==> src/rtl/rwt_pack_stream_arbiter_if.sv <==
// Stream bundle around the arbiter: NUM_SRC sample sources in, one tagged stream out.
// slave = arbiter side, master = the sources and packer that surround it.
interface rwt_pack_stream_arbiter_if #(
    parameter int NUM_SRC  = 4,
    parameter int UWIDTH   = 1,
    parameter int ID_WIDTH = 3
);
    logic [NUM_SRC-1:0]        s_axi_valid;
    logic [NUM_SRC-1:0]        s_axi_ready;
    logic [4*NUM_SRC-1:0]      s_axi_enables;
    logic [64*NUM_SRC-1:0]     s_axi_data;
    logic [UWIDTH*NUM_SRC-1:0] s_axi_user;
    logic [NUM_SRC-1:0]        s_axi_last;
    logic                      m_axi_ready;
    logic                      m_axi_valid;
    logic [3:0]                m_axi_enables;
    logic [63:0]               m_axi_data;
    logic [UWIDTH-1:0]         m_axi_user;
    logic                      m_axi_last;
    logic [ID_WIDTH-1:0]       m_axi_id;

    modport slave (
        input  s_axi_valid, s_axi_enables, s_axi_data, s_axi_user, s_axi_last, m_axi_ready,
        output s_axi_ready, m_axi_valid, m_axi_enables, m_axi_data, m_axi_user, m_axi_last, m_axi_id
    );

    modport master (
        output s_axi_valid, s_axi_enables, s_axi_data, s_axi_user, s_axi_last, m_axi_ready,
        input  s_axi_ready, m_axi_valid, m_axi_enables, m_axi_data, m_axi_user, m_axi_last, m_axi_id
    );
endinterface

==> src/rtl/rwt_pack_stream_arbiter.sv <==
// Packet-atomic round-robin arbiter feeding the sample packer through one output register.
// Optional per-source packet counters when RWT_PACK_ARB_STATS_EN is defined.
module rwt_pack_stream_arbiter #(
    parameter int NUM_SRC  = 4,
    parameter int UWIDTH   = 1,
    parameter int ID_WIDTH = 3
) (
    input  logic                 clk,
    input  logic                 aresetn,
    input  logic [NUM_SRC-1:0]   cfg_src_mask,
    rwt_pack_stream_arbiter_if.slave bus,
    output logic [NUM_SRC-1:0]   grant,
    output logic                 busy
`ifdef RWT_PACK_ARB_STATS_EN
    ,
    input  logic                 stat_clr,
    output logic [32*NUM_SRC-1:0] stat_pkt_cnt
`endif
);
    localparam int NSLOT = 1 << ID_WIDTH;

    typedef enum logic {ST_IDLE, ST_LOCK} state_e;

    state_e              state_q, state_d;
    logic [ID_WIDTH-1:0] last_grant_q, last_grant_d;
    logic [ID_WIDTH-1:0] gidx_q, gidx_d;
    logic [NUM_SRC-1:0]  grant_q, grant_d;
    logic [ID_WIDTH-1:0] pick;

    logic                m_valid_q, m_valid_d;
    logic                m_last_q;
    logic [3:0]          m_en_q;
    logic [63:0]         m_data_q;
    logic [UWIDTH-1:0]   m_user_q;
    logic [ID_WIDTH-1:0] m_id_q;

    logic [NSLOT-1:0]    slot_valid;
    logic [NSLOT-1:0]    slot_last;
    logic [3:0]          slot_en   [NSLOT];
    logic [63:0]         slot_data [NSLOT];
    logic [UWIDTH-1:0]   slot_user [NSLOT];

    logic [NUM_SRC-1:0]  req;
    logic                lock_ready;
    logic                load;
    logic                pkt_done;

    // Scan last+1 .. last (wrapping); descending loop so the nearest requester wins.
    function automatic logic [ID_WIDTH-1:0] rr_pick(input logic [NUM_SRC-1:0] r,
                                                    input logic [ID_WIDTH-1:0] last);
        logic [ID_WIDTH-1:0] p;
        int                  idx;
        p = last;
        for (int k = NUM_SRC; k >= 1; k--) begin
            idx = (int'(last) + k) % NUM_SRC;
            if (|(r & (NUM_SRC'(1) << idx))) p = ID_WIDTH'(idx);
        end
        return p;
    endfunction

    // Slots beyond NUM_SRC read as idle so the owner index can select without range issues.
    for (genvar gi = 0; gi < NSLOT; gi++) begin : g_slot
        if (gi < NUM_SRC) begin : g_src
            assign slot_valid[gi]      = bus.s_axi_valid[gi];
            assign slot_last[gi]       = bus.s_axi_last[gi];
            assign slot_en[gi]         = bus.s_axi_enables[4*gi +: 4];
            assign slot_data[gi]       = bus.s_axi_data[64*gi +: 64];
            assign slot_user[gi]       = bus.s_axi_user[UWIDTH*gi +: UWIDTH];
            assign bus.s_axi_ready[gi] = lock_ready && (gidx_q == ID_WIDTH'(gi));
        end else begin : g_pad
            assign slot_valid[gi] = 1'b0;
            assign slot_last[gi]  = 1'b0;
            assign slot_en[gi]    = '0;
            assign slot_data[gi]  = '0;
            assign slot_user[gi]  = '0;
        end
    end

    assign req        = bus.s_axi_valid & cfg_src_mask;
    assign pick       = rr_pick(req, last_grant_q);
    assign lock_ready = (state_q == ST_LOCK) && (!m_valid_q || bus.m_axi_ready);
    assign load       = lock_ready && slot_valid[gidx_q];
    assign pkt_done   = load && slot_last[gidx_q];

    always_comb begin
        state_d      = state_q;
        last_grant_d = last_grant_q;
        gidx_d       = gidx_q;
        grant_d      = grant_q;
        unique case (state_q)
            ST_IDLE: begin
                if (|req) begin
                    state_d = ST_LOCK;
                    gidx_d  = pick;
                    grant_d = NUM_SRC'(1) << pick;
                end
            end
            ST_LOCK: begin
                // The mask is not consulted here: a started packet always completes.
                if (pkt_done) begin
                    state_d      = ST_IDLE;
                    last_grant_d = gidx_q;
                    grant_d      = '0;
                end
            end
            default: state_d = ST_IDLE;
        endcase
    end

    assign m_valid_d = load || (m_valid_q && !bus.m_axi_ready);

    always_ff @(posedge clk or negedge aresetn) begin
        if (!aresetn) begin
            state_q      <= ST_IDLE;
            last_grant_q <= ID_WIDTH'(NUM_SRC - 1);
            gidx_q       <= '0;
            grant_q      <= '0;
            m_valid_q    <= 1'b0;
            m_last_q     <= 1'b0;
            m_en_q       <= '0;
            m_data_q     <= '0;
            m_user_q     <= '0;
            m_id_q       <= '0;
        end else begin
            state_q      <= state_d;
            last_grant_q <= last_grant_d;
            gidx_q       <= gidx_d;
            grant_q      <= grant_d;
            m_valid_q    <= m_valid_d;
            if (load) begin
                m_last_q <= slot_last[gidx_q];
                m_en_q   <= slot_en[gidx_q];
                m_data_q <= slot_data[gidx_q];
                m_user_q <= slot_user[gidx_q];
                m_id_q   <= gidx_q;
            end
        end
    end

    assign bus.m_axi_valid   = m_valid_q;
    assign bus.m_axi_last    = m_last_q;
    assign bus.m_axi_enables = m_en_q;
    assign bus.m_axi_data    = m_data_q;
    assign bus.m_axi_user    = m_user_q;
    assign bus.m_axi_id      = m_id_q;
    assign grant             = grant_q;
    assign busy              = (state_q == ST_LOCK) || m_valid_q;

`ifdef RWT_PACK_ARB_STATS_EN
    for (genvar gi = 0; gi < NUM_SRC; gi++) begin : g_stat
        logic [31:0] cnt_q;
        always_ff @(posedge clk or negedge aresetn) begin
            if (!aresetn) begin
                cnt_q <= '0;
            end else if (stat_clr) begin
                cnt_q <= '0;
            end else if (pkt_done && (gidx_q == ID_WIDTH'(gi))) begin
                cnt_q <= cnt_q + 32'd1;
            end
        end
        assign stat_pkt_cnt[32*gi +: 32] = cnt_q;
    end
`endif
endmodule

==> src/flat_wrapper.sv <==
// flat-port wrapper written by rule: the top's interface ports become plain ports
module rwt_pack_stream_arbiter_flat 
#(
    parameter int NUM_SRC  = 4,
    parameter int UWIDTH   = 1,
    parameter int ID_WIDTH = 3
)
  (clk, aresetn, cfg_src_mask, grant, busy, bus_s_axi_valid, bus_s_axi_enables, bus_s_axi_data, bus_s_axi_user, bus_s_axi_last, bus_m_axi_ready, bus_s_axi_ready, bus_m_axi_valid, bus_m_axi_enables, bus_m_axi_data, bus_m_axi_user, bus_m_axi_last, bus_m_axi_id);
  rwt_pack_stream_arbiter_if #(.NUM_SRC(NUM_SRC), .UWIDTH(UWIDTH), .ID_WIDTH(ID_WIDTH)) bus_i ();
  input  logic clk;
  input  logic aresetn;
  input  logic [NUM_SRC-1:0] cfg_src_mask;
  output logic [NUM_SRC-1:0] grant;
  output logic busy;
  input wire logic [$bits(bus_i.s_axi_valid)-1:0] bus_s_axi_valid;
  input wire logic [$bits(bus_i.s_axi_enables)-1:0] bus_s_axi_enables;
  input wire logic [$bits(bus_i.s_axi_data)-1:0] bus_s_axi_data;
  input wire logic [$bits(bus_i.s_axi_user)-1:0] bus_s_axi_user;
  input wire logic [$bits(bus_i.s_axi_last)-1:0] bus_s_axi_last;
  input wire logic [$bits(bus_i.m_axi_ready)-1:0] bus_m_axi_ready;
  output wire logic [$bits(bus_i.s_axi_ready)-1:0] bus_s_axi_ready;
  output wire logic [$bits(bus_i.m_axi_valid)-1:0] bus_m_axi_valid;
  output wire logic [$bits(bus_i.m_axi_enables)-1:0] bus_m_axi_enables;
  output wire logic [$bits(bus_i.m_axi_data)-1:0] bus_m_axi_data;
  output wire logic [$bits(bus_i.m_axi_user)-1:0] bus_m_axi_user;
  output wire logic [$bits(bus_i.m_axi_last)-1:0] bus_m_axi_last;
  output wire logic [$bits(bus_i.m_axi_id)-1:0] bus_m_axi_id;
  assign bus_i.s_axi_valid = bus_s_axi_valid;
  assign bus_i.s_axi_enables = bus_s_axi_enables;
  assign bus_i.s_axi_data = bus_s_axi_data;
  assign bus_i.s_axi_user = bus_s_axi_user;
  assign bus_i.s_axi_last = bus_s_axi_last;
  assign bus_i.m_axi_ready = bus_m_axi_ready;
  assign bus_s_axi_ready = bus_i.s_axi_ready;
  assign bus_m_axi_valid = bus_i.m_axi_valid;
  assign bus_m_axi_enables = bus_i.m_axi_enables;
  assign bus_m_axi_data = bus_i.m_axi_data;
  assign bus_m_axi_user = bus_i.m_axi_user;
  assign bus_m_axi_last = bus_i.m_axi_last;
  assign bus_m_axi_id = bus_i.m_axi_id;
  rwt_pack_stream_arbiter #(.NUM_SRC(NUM_SRC), .UWIDTH(UWIDTH), .ID_WIDTH(ID_WIDTH)) u_core (.clk(clk), .aresetn(aresetn), .cfg_src_mask(cfg_src_mask), .bus(bus_i), .grant(grant), .busy(busy));
endmodule
==> config.mk <==
export PLATFORM = sky130hd
export DESIGN_NAME = rwt_pack_stream_arbiter_flat
export DESIGN_NICKNAME = d
export VERILOG_FILES = /design/src/rtl/rwt_pack_stream_arbiter_if.sv /design/src/rtl/rwt_pack_stream_arbiter.sv /design/src/flat_wrapper.sv
export SDC_FILE = /design/constraint.sdc
export NUM_CORES = 1
export LEC_CHECK = 0
export ABC_AREA = 1
export BUFFER_PORTS_ARGS = -buffer_cell sky130_fd_sc_hd__clkbuf_2
export CAP_MARGIN = 20
export CORE_AREA = 2 2 147 149
export CTS_CLUSTER_SIZE = 20
export DETAILED_ROUTE_END_ITERATION = 10
export DIE_AREA = 0 0 149 151
export GPL_TIMING_DRIVEN = 0
export MAX_ROUTING_LAYER = met4
export PLACE_DENSITY = 0.6
export SYNTH_ARGS = -nofsm -noshare
export SYNTH_HDL_FRONTEND = slang
export SYNTH_SLANG_ARGS = --single-unit
==> constraint.sdc <==
create_clock -name clk -period 5 [get_ports clk]
set_clock_uncertainty 0.05 [all_clocks]
set_input_delay 0.5 -clock clk [delete_from_list [all_inputs] [get_ports clk]]
set_output_delay 0.5 -clock clk [all_outputs]
set_load 0.01 [all_outputs]
==> results.sh, run 1 <==
export IMPL_status="completed"
export IMPL_cp_end_kind="register"
export IMPL_finalHoldViolations=0
export IMPL_grt_use_met2_pct=33.0
export IMPL_final_min_clock_period_ps=2470
export IMPL_antenna_cells=0
export IMPL_cp_max_fo=10
export IMPL_ys_ff_latch=85
export IMPL_fmax_ghz=0.405
export IMPL_cp_cell_sequence="buf_4 -> nor2_4 -> a22oi_1 -> a21oi_2 -> inv_2 -> buf_2 -> buf_2 -> nand2_1 -> nand2_1"
export IMPL_drtIter0Drc=418
export IMPL_dr_pass1_iters=5
export IMPL_syn_area_um2=5130
export IMPL_antenna_found_initial=0
export IMPL_synth_avg_cell_area_um2=6.84
export IMPL_cts_max_level=3
export IMPL_critPathArrivalTime_ps=2650
export IMPL_portBuffers=373
export IMPL_syn_inst=749
export IMPL_synthTopCellsByArea="dfrtp_1 41%, nand2_1 29%, a22oi_1 11%"
export IMPL_setup_tns_final_ps=0
export IMPL_critical_path_max_stage_delay_ps=610
export IMPL_slew_viol_final=0
export IMPL_pre_cts_slack_ps=2450
export IMPL_grt_ovfl_total=0
export IMPL_start_kind="register"
export IMPL_synth_edf_count=0
export IMPL_clock_sinks=85
export IMPL_critPathSlowestCell="a21oi_2"
export IMPL_setup_violations=0
export IMPL_die_w_um=149
export IMPL_max_vdd_ir_drop_uv=174
export IMPL_num_rows=53
export IMPL_holdCritPathClass="in2async"
export IMPL_track_usage_pct=20.0
export IMPL_yosysUniqueCellTypes=18
export IMPL_cts_setup_buffers=0
export IMPL_tightest_slew_ps=749
export IMPL_viasPerCell=4.59
export IMPL_max_slew_margin_pct=49.7
export IMPL_grt_pass1_wl_mm=33.2
export IMPL_die_h_um=151
export IMPL_fin_worst_hold_slack_ps=149
export IMPL_drive_gt1_share_pct=36.2
export IMPL_die_area_um2=22500
export IMPL_synth_most_common_cell="nand2_1"
export IMPL_grt_pass1_vias=6114
export IMPL_maxCapViolCount=0
export IMPL_routed_wl_mm=23.0
export IMPL_yosys_area_top_type="dfrtp_1"
export IMPL_ys_seq_area_share_pct=41.5
export IMPL_drcViolationCount=0
export IMPL_use_met3_pct=2.11
export IMPL_postRouteAntennaNets=0
export IMPL_gp_congestion=0.917
export IMPL_core_um2=20800
export IMPL_setup_ws_ps=2530
export IMPL_fin_cells=1413
export IMPL_top_usage_layer="met2"
export IMPL_period_share_pct=49.4
export IMPL_start_util_pct=24.6
export IMPL_clk_pin_slew_ps=70
export IMPL_cts_repair_resized=0
export IMPL_ys_warn_count=0
export IMPL_grt_max_degree=44
export IMPL_wl_per_cell_um=16.2
export IMPL_groute_layer_met1_usage_pct=26.0
export IMPL_cts_tree="done"
export IMPL_rsz0062_at_grt="false"
export IMPL_cts_buffers=9
export IMPL_dr_total_vias=6483
export IMPL_p_total_mw=4.36
export IMPL_synth_ff_type="dfrtp_1"
export IMPL_power_density_nw_per_um2=569
export IMPL_io_pins=374
export IMPL_hpwl_mm=18.6
export IMPL_async_reset_ff_share_pct=100
export IMPL_yosys_top_cells_count="393 x nand2_1, 94 x nand3_1, 83 x dfrtp_1, 72 x a22oi_1, 18 x clkbuf_1"
export IMPL_crit_required_ps=5180
export IMPL_cts_buffer_depth=2
export IMPL_synth_top_area_share_pct=40.5
export IMPL_clock_latency_ps=340
export IMPL_critPathKind="reg2reg"
export IMPL_leakagePower_nw=4.36
export IMPL_placed_cells=1398
export IMPL_cts_hold_buffers=0
export IMPL_area_delta_synth_final_pct=49.2
export IMPL_cts_root_buf="clkbuf_16"
export IMPL_syn_nets=1045
export IMPL_final_nets=1430
worst max-delay path: cells and delay by family (launching register included):
family                 cells  cell delay [ps]
AO/OA/AOI/OAI              2              780
buffers and inverters      4              710
flip-flops                 1              350
AND/OR/NAND/NOR            3              460
cell families (layout without fill, tap and decap cells):
| kind of cell | count (synthesis) | after routing | share of synthesized area (%) |
|---|---|---|---|
| AND/OR/NAND/NOR | 507 | 507 | 39.9 |
| AO/OA/AOI/OAI | 87 | 87 | 12.1 |
| flip-flops | 85 | 85 | 41.5 |
| adder cells (fa/ha/maj) | 5 | 5 | 1.22 |
| buffers and inverters | 65 | 454 | 5.22 |
worst paths after layout:
path / cells past startpoint / endpoint / startpoint / slack [ps]
min in group clk: 2 / u_core.bus.m_axi_valid / bus_m_axi_ready / 300
hold reg to reg: 2 / u_core.bus.m_axi_data[35] / u_core.bus.m_axi_data[35] / 420
max in group asynchronous: 2 / u_core.bus.m_axi_enables[0] / aresetn / 4090
setup / recovery: 9 / u_core.bus.m_axi_data[14] / u_core.gidx_q[0] / 2530
setup reg to reg: 9 / u_core.bus.m_axi_data[14] / u_core.gidx_q[0] / 2530
hold / removal: 1 / u_core.bus.m_axi_data[36] / aresetn / 150
flip-flops by register name, summed over array words and instances (netlist names):
| register | count |
|---|---|
| u_core.bus.m_axi_enables | 4 |
| u_core.last_grant_q | 3 |
| u_core.bus.m_axi_id | 3 |
| u_core.gidx_q | 3 |
| u_core.bus.m_axi_data | 64 |
| u_core.bus.m_axi_last | 1 |
| u_core.state_q | 1 |
| u_core.grant | 4 |
| u_core.bus.m_axi_valid | 1 |
| u_core.bus.m_axi_user | 1 |
per-stage QoR:
| stage | instance area [µm²] | util, % |
|---|---|---|
| 4_1_cts | 7650 | 36.7 |
| 2_1_floorplan | 5130 | - |
| 3_5_place_dp | 7370 | 35.4 |
| 5_1_grt | 7650 | 36.7 |
| 3_3_place_gp | 7340 | 35.2 |
| 6_report | 7650 | 36.7 |
routing by layer:
metal | routed length (µm) | part of all wire, % | vias to the layer above
met4 | 479 | 2.1 | 0
met5 | 0 | 0 | -
met1 | 9970 | 43 | 2960
li1 | - | - | 3229
met2 | 11200 | 49 | 266
met3 | 1270 | 5.5 | 28
cell usage in the layout (no fill, tap or decap), drive strengths merged:
master | synthesis | routed
ha | 5 | 5
buf | 28 | 29
dfstp | 2 | 2
dfrtp | 83 | 83
nand2 | 393 | 393
clkbuf | 18 | 402
nor2 | 17 | 17
clkinvlp | 0 | 2
a22oi | 72 | 72
nor3 | 3 | 3
clkinv | 0 | 1
o21ai | 14 | 14
a21oi | 1 | 1
inv | 19 | 19
nand3 | 94 | 94
bufinv | 0 | 1
power by group:
group | switching [mW] | internal [mW] | total [mW]
registers | 0.180 | 1.00 | 1.18
clock network | 0.281 | 0.384 | 0.665
logic | 1.64 | 0.867 | 2.51
total | 2.10 | 2.25 | 4.36
layout make-up:
class                      instances  area, µm²
buffer                            46        196
clock buffer                      11        233
clock inverter                     4       50.0
fill                            2280      13200
inverter                          19       71.3
multi-input combinational        599       2730
sequential                        85       2130
tap                              275        344
timing repair buffer             374       1900
No activity file was read; power rests on OpenSTA's default activity.
==> run 2: changes to the inputs <==
CORE_AREA = 2 2 145 147   (was 2 2 147 149)
DIE_AREA = 0 0 147 149   (was 0 0 149 151)
PLACE_DENSITY = 0.61   (was 0.6)
clock period = 2.5 ns   (was 5 ns; I/O delays follow)
==> results.sh, run 2 (synthesis results as in run 1) <==
export IMPL_setup_violations=0
export IMPL_postRouteAntennaNets=0
export IMPL_p_int_mw=4.69
export IMPL_die_area_um2=21900
export IMPL_clk_pin_slew_ps=60
export IMPL_critPathArrivalTime_ps=2490
export IMPL_crit_required_ps=2720
export IMPL_critPathKind="reg2reg"
export IMPL_hpwl_mm=18.1
export IMPL_fin_cells=1417
export IMPL_io_pins=374
export IMPL_dr_total_vias=6499
export IMPL_antenna_cells=0
export IMPL_wl_per_cell_um=15.9
export IMPL_max_slew_margin_pct=51.3
export IMPL_core_um2=20600
export IMPL_tightest_slew_ps=725
export IMPL_start_util_pct=24.9
export IMPL_grt_ovfl_total=0
export IMPL_die_w_um=147
export IMPL_leakagePower_nw=4.40
export IMPL_cts_buffers=9
export IMPL_final_util_pct=37.7
export IMPL_cts_buffer_depth=2
export IMPL_holdCritPathClass="in2reg"
export IMPL_power_frac_seq_pct=26.5
export IMPL_combinationalPowerShare_pct=57.0
export IMPL_period_share_pct=90.5
export IMPL_cp_max_fo=10
export IMPL_num_rows=53
export IMPL_critical_path_max_stage_delay_ps=520
export IMPL_pwr_share_clk_pct=16.5
export IMPL_drcViolationCount=0
export IMPL_viasPerCell=4.59
export IMPL_final_common_cell="nand2_1"
export IMPL_crit_top_cell="nand2_1"
export IMPL_critPathSlowestCell="buf_1"
export IMPL_area_delta_synth_final_pct=51.1
export IMPL_cp_end_kind="register"
export IMPL_dr_pass1_iters=4
export IMPL_finalHoldViolations=0
export IMPL_maxCapViolCount=0
export IMPL_p_total_mw=8.93
export IMPL_die_h_um=149
export IMPL_drtIter0Drc=414
export IMPL_final_nets=1433
export IMPL_final_cell_mix="393 x nand2_1, 373 x clkbuf_2, 94 x nand3_1"
export IMPL_gp_congestion=0.897
export IMPL_track_usage_pct=20.5
export IMPL_drive_gt1_share_pct=36.6
export IMPL_grt_pass1_vias=6074
export IMPL_fin_worst_hold_slack_ps=40.3
export IMPL_switching_share_pct=47.5
export IMPL_placed_cells=1398
export IMPL_start_kind="register"
export IMPL_largest_reg_flops=64
export IMPL_cp_cell_sequence="buf_4 -> nor2_4 -> buf_1 -> buf_2 -> a22oi_1 -> nand3_1 -> nand2_1 -> nand2_1"
export IMPL_rsz0062_at_grt="false"
export IMPL_final_min_clock_period_ps=2260
export IMPL_grt_max_degree=44
export IMPL_routed_wl_mm=22.5
export IMPL_portBuffers=373
export IMPL_fmax_ghz=0.442
export IMPL_cts_max_level=3
export IMPL_slew_viol_final=0
export IMPL_cts_root_buf="clkbuf_16"
export IMPL_cts_tree="done"
export IMPL_clock_latency_ps=340
export IMPL_grt_pass1_wl_mm=33.5
export IMPL_setup_tns_final_ps=0
export IMPL_power_density_nw_per_um2=1150
export IMPL_antenna_found_initial=0
export IMPL_status="completed"
export IMPL_p_switching_mw=4.24
export IMPL_clock_sinks=85
export IMPL_max_vdd_ir_drop_uv=403
run 2: metal layers:
metal / up-vias / part of all wire (%) / GRT usage, %
met5: - / 0 / -
met4: 0 / 1.1 / 5.72
met3: 19 / 5.5 / 2.63
met2: 243 / 48 / 33.2
met1: 2994 / 45 / 27.1
li1: 3243 / - / -
run 2: what timing repair did:
item,in CTS,in global routing
resized for setup,1,2
setup endpoints to repair,49,38
buffers inserted,0,3
hold buffers,1,0
pin swaps,0,1
hold endpoints to repair,40,0
run 2: worst paths after layout:
check	from	endpoint	slack (ps)	depth (start not counted)
worst max-delay path	u_core.gidx_q[0]	u_core.bus.m_axi_data[59]	240	8
worst min-delay path	bus_m_axi_ready	u_core.bus.m_axi_valid	40	2
worst max register to register	u_core.gidx_q[0]	u_core.bus.m_axi_data[59]	240	8
worst min register to register	u_core.bus.m_axi_data[49]	u_core.bus.m_axi_data[49]	420	2
max in group asynchronous	aresetn	u_core.bus.m_axi_last	1310	3
min in group asynchronous	aresetn	u_core.bus.m_axi_data[25]	440	2
run 2: critical path: cells and delay by family (launching register included):
| family | cells | cell delay [ps] |
|---|---|---|
| flops | 1 | 360 |
| buf+inv | 3 | 1060 |
| compound gates | 1 | 150 |
| simple gates | 4 | 570 |
run 2: final cells by class:
type / instances / area [µm²]
Buffer: 45 / 194
Timing Repair Buffer: 378 / 1940
Inverter: 19 / 71.3
Clock inverter: 5 / 83.8
Tap cell: 275 / 344
Fill cell: 2269 / 12800
Multi-Input combinational cell: 599 / 2740
Sequential cell: 85 / 2130
Clock buffer: 11 / 243
run 2: power groups by stage:
stage	Combinational, mW	Clock [mW]	Sequential [mW]
after global placement	5.04	0	2.36
after floorplan	2.79	0	2.58
after global routing	5.74	1.58	2.44
after CTS	5.11	1.53	2.36
final	5.09	1.48	2.37
after detailed placement	5.10	0	2.38
run 2: through the flow:
step                      cell area, µm²  worst slack, ps
after floorplan                     5130              658
after global placement              7340            -89.8
after detailed placement            7370            -85.0
after CTS                           7710             67.0
after global routing                7740             21.5
final                               7740              237
==> run 3: changes to the inputs <==
==> constraint.sdc (replaced) <==
create_clock -name clk -period 2.5 [get_ports clk]
set_clock_uncertainty 0.05 [all_clocks]
set_input_delay 0.125 -clock clk [delete_from_list [all_inputs] [get_ports clk]]
set_output_delay 0.125 -clock clk [all_outputs]
set_load 0.01 [all_outputs]
==> results.sh, run 3 (synthesis results as in run 1) <==
export IMPL_slew_viol_final=0
export IMPL_drcViolationCount=0
export IMPL_groute_layer_met1_usage_pct=27.1
export IMPL_final_min_clock_period_ps=2270
export IMPL_antenna_cells=0
export IMPL_area_delta_synth_final_pct=51.3
export IMPL_design_area_um2=7750
export IMPL_clk_pin_slew_ps=70
export IMPL_drtIter0Drc=444
export IMPL_hpwl_mm=18.1
export IMPL_cts_root_buf="clkbuf_16"
export IMPL_die_area_um2=21900
export IMPL_final_cell_mix="393 x nand2_1, 373 x clkbuf_2, 94 x nand3_1"
export IMPL_grt_max_degree=44
export IMPL_setup_ws_ps=235
export IMPL_start_kind="register"
export IMPL_postRouteAntennaNets=0
export IMPL_antenna_found_initial=0
export IMPL_use_met3_pct=2.63
export IMPL_rsz0062_at_grt="false"
export IMPL_largest_reg_flops=64
export IMPL_fmax_ghz=0.441
export IMPL_finalHoldViolations=0
export IMPL_maxCapViolCount=0
export IMPL_top_usage_layer="met2"
export IMPL_cp_end_kind="register"
export IMPL_dpl_instance_area_um2=7370
export IMPL_die_w_um=147
export IMPL_cts_buffers=9
export IMPL_dr_total_vias=6531
export IMPL_power_density_nw_per_um2=1150
export IMPL_io_pins=374
export IMPL_final_nets=1434
export IMPL_routed_wl_mm=22.5
export IMPL_fillers=2268
export IMPL_setup_violations=0
export IMPL_pre_cts_slack_ps=-85.0
export IMPL_status="completed"
export IMPL_grt_pass1_vias=6080
export IMPL_die_h_um=149
export IMPL_grt_ovfl_total=0
export IMPL_max_vdd_ir_drop_uv=402
export IMPL_tightest_slew_ps=718
export IMPL_track_usage_pct=20.5
export IMPL_portBuffers=373
export IMPL_cts_buffer_depth=2
export IMPL_cp_max_fo=10
export IMPL_clock_latency_ps=340
export IMPL_reg2reg_depth=8
export IMPL_final_common_cell="nand2_1"
export IMPL_crit_required_ps=2720
export IMPL_critPathArrivalTime_ps=2490
export IMPL_cts_tree="done"
export IMPL_multi_input_area_um2=2740
export IMPL_fin_worst_hold_slack_ps=51.9
export IMPL_period_share_pct=90.6
export IMPL_core_um2=20600
export IMPL_gp_congestion=0.897
export IMPL_grt_pass1_wl_mm=33.6
export IMPL_cts_max_level=3
export IMPL_wl_per_cell_um=15.9
export IMPL_dr_pass1_iters=5
export IMPL_num_rows=53
export IMPL_drive_gt1_share_pct=36.6
export IMPL_leakagePower_nw=4.41
export IMPL_max_slew_margin_pct=51.8
export IMPL_start_util_pct=24.9
export IMPL_viasPerCell=4.61
export IMPL_clock_sinks=85
export IMPL_hold_path_depth=5
export IMPL_critPathKind="reg2reg"
export IMPL_holdCritPathClass="in2reg"
export IMPL_grt_use_met2_pct=33.2
export IMPL_seq_area_um2=2130
-- run 3: cell count changes in the layout (fill, tap and decap cells not counted) --
cell	change
dlygate4sd3_1	+1
-- run 3: layer usage --
layer	routed length, µm	share of wire (%)
met1	10100	45
met2	10900	48
met3	1250	5.6
met4	246	1.1
met5	0	0
-- run 3: report_power, final --
part	internal (mW)	total, mW	switching (mW)
sequential	2.00	2.37	0.363
clock	0.906	1.48	0.571
combinational	1.79	5.09	3.31
-- run 3: final cells by class --
type,instances,share of cell area (%)
Timing Repair Buffer,379,25.2
Inverter,19,0.920
Tap cell,275,4.44
Buffer,45,2.50
Clock inverter,5,1.08
Sequential cell,85,27.5
Clock buffer,11,3.13
Multi-Input combinational cell,599,35.3
-- run 3: critical path, cell delays in order, from the launching register on --
cell,delay [ps]
dfrtp_1,360
buf_4,170
nor2_4,270
buf_1,520
buf_2,380
a22oi_1,150
nand3_1,150
nand2_1,60
nand2_1,80
-- run 3: worst paths after layout --
| kind | start | end | slack, ps |
|---|---|---|---|
| max | u_core.gidx_q[1] | u_core.bus.m_axi_data[59] | 230 |
| min | bus_s_axi_data[142] | u_core.bus.m_axi_data[14] | 50 |
| max reg2reg | u_core.gidx_q[1] | u_core.bus.m_axi_data[59] | 230 |
| min reg2reg | u_core.bus.m_axi_data[49] | u_core.bus.m_axi_data[49] | 420 |
| max in group asynchronous | aresetn | u_core.bus.m_axi_last | 1420 |
| min in group asynchronous | aresetn | u_core.bus.m_axi_data[25] | 320 |
-- run 3: timing repair --
action,in CTS,in global routing
hold endpoints to repair,41,0
resized for setup,1,2
setup buffers,0,3
hold buffers,2,0
setup endpoints to repair,49,38
pin swaps,0,1
-- run 3: stage by stage --
stage / std cells / TNS, ps / total power, mW / util (%)
after global routing: 1418 / 0 / 9.76 / 37.7
after floorplan: 749 / 0 / 5.37 / -
after global placement: 1397 / -2200 / 7.40 / 35.7
final: 1418 / 0 / 8.93 / 37.7
after detailed placement: 1398 / -2560 / 7.47 / 35.8
after CTS: 1416 / 0 / 9.01 / 37.6
